## src/rtl/boot_readback_tx.sv

```systemverilog
// Bootloader readback transmitter: reads a run of program-memory words and
// serializes each as a 32-bit {8'h00, address, data} frame, MSB first.
module boot_readback_tx #(
    parameter int ADDR_W = 8,
    parameter int DATA_W = 16
) (
    input  logic              sclk,
    input  logic              nrst,
    input  logic              start_i,
    input  logic              abort_i,
    input  logic [ADDR_W-1:0] addr_i,
    input  logic [7:0]        count_i,
    input  logic [DATA_W-1:0] rdata_i,
    output logic [ADDR_W-1:0] raddress_o,
    output logic              pread_o,
    output logic              sdo_o,
    output logic              frame_o,
    output logic              busy_o,
    output logic              done_o
);

    typedef enum logic [2:0] {
        IDLE,
        READ,
        CAPT,
        SHIFT,
        DONE
    } state_t;

    state_t            state;
    state_t            next_state;
    logic [ADDR_W-1:0] cur_addr;
    logic [ADDR_W-1:0] next_addr;
    logic [7:0]        remaining;
    logic [4:0]        bit_cnt;
    logic [31:0]       shreg;
    logic              last_bit;
    logic [31:0]       frame_word;

    assign last_bit   = (bit_cnt == 5'd31);
    assign frame_word = {16'(cur_addr), 16'(rdata_i)};

    // The shift register empties itself after 32 shifts, so its MSB already
    // idles low between frames and can drive the line directly.
    assign sdo_o = shreg[31];

    // NOTE: every variable gets a default before the case so no latch is inferred.
    always_comb begin
        next_state = state;
        next_addr  = cur_addr;
        case (state)
            IDLE: begin
                if (start_i) begin
                    if (count_i != 8'd0) begin
                        next_state = READ;
                        next_addr  = addr_i;
                    end else begin
                        next_state = DONE;
                    end
                end
            end
            READ:  next_state = CAPT;
            CAPT:  next_state = SHIFT;
            SHIFT: begin
                if (last_bit) begin
                    if (remaining == 8'd1) begin
                        next_state = DONE;
                    end else begin
                        next_state = READ;
                        next_addr  = cur_addr + 1'b1;
                    end
                end
            end
            DONE:    next_state = IDLE;
            default: next_state = IDLE;
        endcase
        if (abort_i) begin
            next_state = IDLE;
        end
    end

    // NOTE: sequential state uses non-blocking assignments so every flop samples pre-edge values.
    always_ff @(posedge sclk or negedge nrst) begin
        if (!nrst) begin
            state <= IDLE;
        end else begin
            state <= next_state;
        end
    end

    always_ff @(posedge sclk or negedge nrst) begin
        if (!nrst) begin
            cur_addr   <= '0;
            remaining  <= '0;
            bit_cnt    <= '0;
            shreg      <= '0;
            raddress_o <= '0;
            pread_o    <= 1'b0;
            frame_o    <= 1'b0;
            busy_o     <= 1'b0;
            done_o     <= 1'b0;
        end else if (abort_i) begin
            cur_addr   <= '0;
            remaining  <= '0;
            bit_cnt    <= '0;
            shreg      <= '0;
            raddress_o <= '0;
            pread_o    <= 1'b0;
            frame_o    <= 1'b0;
            busy_o     <= 1'b0;
            done_o     <= 1'b0;
        end else begin
            cur_addr <= next_addr;
            // Outputs are decoded from the next state so they line up with it.
            pread_o  <= (next_state == READ);
            frame_o  <= (next_state == SHIFT);
            busy_o   <= (next_state != IDLE);
            done_o   <= (next_state == DONE);
            if (next_state == READ) begin
                raddress_o <= next_addr;
            end
            case (state)
                IDLE: begin
                    if (start_i && (count_i != 8'd0)) begin
                        remaining <= count_i;
                    end
                end
                CAPT: begin
                    shreg   <= frame_word;
                    bit_cnt <= '0;
                end
                SHIFT: begin
                    shreg   <= {shreg[30:0], 1'b0};
                    bit_cnt <= bit_cnt + 5'd1;
                    if (last_bit) begin
                        remaining <= remaining - 8'd1;
                    end
                end
                default: ;
            endcase
        end
    end

endmodule
```

## config.mk

```make
export PLATFORM = sky130hd
export DESIGN_NAME = boot_readback_tx
export DESIGN_NICKNAME = d
export VERILOG_FILES = /design/src/rtl/boot_readback_tx.sv
export SDC_FILE = /design/constraint.sdc
export NUM_CORES = 1
export LEC_CHECK = 0
export CELL_PAD_IN_SITES_DETAIL_PLACEMENT = 0
export CELL_PAD_IN_SITES_GLOBAL_PLACEMENT = 2
export CORE_MARGIN = 1
export CORE_UTILIZATION = 30
export CTS_BUF_LIST = sky130_fd_sc_hd__clkbuf_4 sky130_fd_sc_hd__clkbuf_8
export CTS_CLUSTER_SIZE = 40
export DETAILED_ROUTE_END_ITERATION = 16
export HOLD_SLACK_MARGIN = 0.02
export PLACE_DENSITY = 0.66
export SETUP_SLACK_MARGIN = 0.02
export SLEW_MARGIN = 10
export SYNTH_ARGS = -nofsm -noshare
export SYNTH_HDL_FRONTEND = slang
export SYNTH_SLANG_ARGS = --single-unit
```

## constraint.sdc

```tcl
create_clock -name sclk -period 2.8 [get_ports sclk]
set_clock_uncertainty 0.05 [all_clocks]
set_input_delay 0.28 -clock sclk [delete_from_list [all_inputs] [get_ports sclk]]
set_output_delay 0.28 -clock sclk [all_outputs]
set_load 0.02 [all_outputs]
```

==> results.cfg <==
[run_status]
status = complete, no violations

[setup_path]
cp-end-kind = register
cp_slowest_cell = dfrtp_1
r2r_start = bit_cnt[0]
cp-start-kind = register
r2r_setup_slack_ns = 0.24
cpMostUsedCell = ha_1
reg2regPathDepth = 8
cp.required_ns = 2.98
cp_slowest_stage_delay_ns = 0.41
path_buf_inv = 0
timing.rr.end = raddress_o[0]
critPathArrivalTime_ns = 2.74
path_delay_family = compound AO/OA/AOI/OAI gates
crit_type = register to register
startpoint = bit_cnt[0]
crit_path_cell_trace = ha_1 -> and3_1 -> ha_1 -> and4b_1 -> a21boi_0 -> nor2_1 -> a221o_1 -> mux2_4
path_max_fanout = 6

[synth]
netlist_area_um2 = 3400
postSynthCellCount = 327
ys_seq_elements = 68
synth_nets = 368
avgSynthCellArea_um2 = 10.4
ys_seq_area_share_pct = 50.0
synth_ff_type = dfrtp_1
yosys_warnings = 0
synth_cell_types = 56
synth-async-reset-ratio_pct = 100
synth-edff-count = 0

[power_and_ir_drop]
switching_share_pct = 28.5
clock_power_share_pct = 36.3
p_switching_uw = 703
seqPwrFrac_pct = 45.4
p_comb_share_pct = 18.3
peakVddDrop_mv = 0.240
power_leakage_nw = 1.78
total_power_mw = 2.46
p_int_mw = 1.76
p_per_area_nw_per_um2 = 576

[placement]
routabilityCongestion = 0.724
post-place-ws_ns = 0.265
portBuffers = 48
dp_hpwl_um = 5690

[cells_and_area]
drive_gt1_share_pct = 10.8
n_antenna_cell = 0
post-route-util_pct = 39.1
final_common_cell = dfrtp_1
syn2layout_area_growth_pct = 25.6
nNetsFinal = 418
final_cell_mix = dfrtp_1 (68), nor2_1 (48), clkdlybuf4s50_1 (46)

[global_route]
overflow = 0
antenna_found_initial = 0
grt_pass1_wl_um = 14000
grt_pass1_vias = 2650
grt_max_degree = 51
grtUsageTotal_pct = 15.7

[route]
wl_per_cell_um = 16.2
num_vias = 2646
ant_nets = 0
dr.first_iter.drc_count = 114
drc_errors = 0
drt-total-wl_um = 8420
viasPerCell = 5.08
first_pass_iters = 4

[min_path]
whs_path_depth = 3
hold_class = input pin to register
min-delay-start = abort_i
min_to = done_o

[floorplanning]
die_x_um = 109
die_h_um = 109
dieArea_um2 = 11800
design.core.area_um2 = 10900
placementRows = 38
start_util_pct = 31.1
pin_count = 49

[clock_tree]
clkLatencyLatePin_ns = 0.34
clk_path_buf_depth = 2
cts_inserted_buffers = 9
cts_setup_buffers = 0
h-tree-depth = 3
clk_pin_slew_worst_paths_ns = 0.08
cts-root-buf = clkbuf_8
cts_sinks = 68
cts_tree = yes

[sta]
max_slew_margin_pct = 45.1
worst_slew_pin_slew_ns = 0.821
rsz0062_at_grt = false
hold_ws_ns = 0.261
tns_ns = 0
min_period_over_period_pct = 91.5
fin_crit_ns = 2.56
hold_viol_final = 0
timing.final.ws_setup_ns = 0.239
maxSlewViolCount = 0
clock.fmax_mhz = 391
setup_viol = 0

[flow_run]
cap_violations = 0
registers in the layout (all words and copies together) (netlist names):
name,count
pread_o,1
bit_cnt,5
remaining,8
busy_o,1
raddress_o,8
frame_o,1
shreg,32
cur_addr,8
done_o,1
state,3
worst reg2reg max path, delay by kind of cell, from the launching register on:
| family | cells | cell delay [ns] |
|---|---|---|
| AOI/OAI and AO/OA | 2 | 0.65 |
| adders and majority gates | 2 | 0.45 |
| DFF | 1 | 0.41 |
| muxes | 1 | 0.26 |
| and+or+nand+nor | 3 | 0.64 |
Yosys cell counts (2+ instances only):
cell type | count | area share [%]
buf_4 | 2 | 0.44
a21oi_1 | 12 | 1.8
nor4_2 | 3 | 1.1
mux2i_1 | 29 | 8.5
nor3_2 | 2 | 0.59
nor4_1 | 3 | 0.55
nand2b_1 | 7 | 1.3
buf_1 | 3 | 0.33
and3_1 | 2 | 0.37
o21ai_1 | 9 | 1.3
inv_1 | 5 | 0.55
nand3_1 | 3 | 0.44
dfrtp_1 | 68 | 50
nor2b_1 | 3 | 0.55
clkbuf_1 | 12 | 1.3
a22o_1 | 12 | 3.1
nand3b_1 | 2 | 0.44
o311a_1 | 2 | 0.59
buf_2 | 2 | 0.29
o211ai_1 | 2 | 0.44
a211oi_1 | 26 | 5.7
a31oi_1 | 3 | 0.55
nand2_1 | 11 | 1.2
and2_1 | 3 | 0.55
ha_1 | 5 | 1.8
nor2_1 | 48 | 5.3
o21ai_0 | 11 | 1.6
o31ai_1 | 2 | 0.44
nor3_1 | 5 | 0.74
nand4_1 | 4 | 0.74
logic make-up (layout without fill, tap and decap cells):
| group | count (synthesis) | in the layout | synth area share (%) |
|---|---|---|---|
| AND/OR/NAND/NOR | 106 | 106 | 16.5 |
| flip-flops | 68 | 68 | 50.0 |
| multiplexers | 30 | 30 | 8.97 |
| adder cells (fa/ha/maj) | 5 | 5 | 1.84 |
| buffers and inverters | 25 | 79 | 3.27 |
| AO/OA/AOI/OAI | 93 | 93 | 19.4 |
timing repair:
| action | in CTS | in global routing |
|---|---|---|
| endpoints found under the setup margin | 0 | 0 |
| hold buffers | 1 | 0 |
| gates resized for setup | 0 | 0 |
| endpoints found under the hold margin | 25 | 0 |
worst max path at each step:
stage               slack [ns]  cells after the start       endpoint
global placement          0.35                      8  raddress_o[0]
floorplan                 0.57                      8  raddress_o[0]
global route              0.08                      8  raddress_o[0]
detailed placement        0.27                      8  raddress_o[0]
CTS                       0.25                      8  raddress_o[0]
finish                    0.24                      8  raddress_o[0]
metal layers:
metal	wire [µm]	part of all wire, %	up-vias	track usage [%]
li1	-	-	1312	-
met1	4320	51	1287	22.3
met2	3740	44	38	23.5
met3	269	3.2	9	3.62
met4	92	1.1	0	4.92
met5	0	0	-	0
metrics by stage:
stage	area (µm²)	cells
floorplan	3400	327
global placement	4050	505
detailed placement	4050	505
CTS	4280	521
global route	4280	521
finish	4280	521
power by group through the flow:
stage / Clock (mW) / Sequential (mW) / Combinational, mW
detailed placement: 0 / 1.14 / 0.456
floorplan: 0 / 1.13 / 0.265
finish: 0.894 / 1.12 / 0.451
CTS: 0.930 / 1.12 / 0.459
global route: 0.968 / 1.13 / 0.503
global placement: 0 / 1.14 / 0.453
final cells by class:
type | count | area [µm²]
fill | 1093 | 6660
sequential | 68 | 1700
multi-input combinational | 234 | 1600
timing repair buffer | 59 | 568
tap | 140 | 175
clock buffer | 9 | 124
clock inverter | 6 | 90.1
inverter | 5 | 18.8
(Power assumes the default switching activity.)
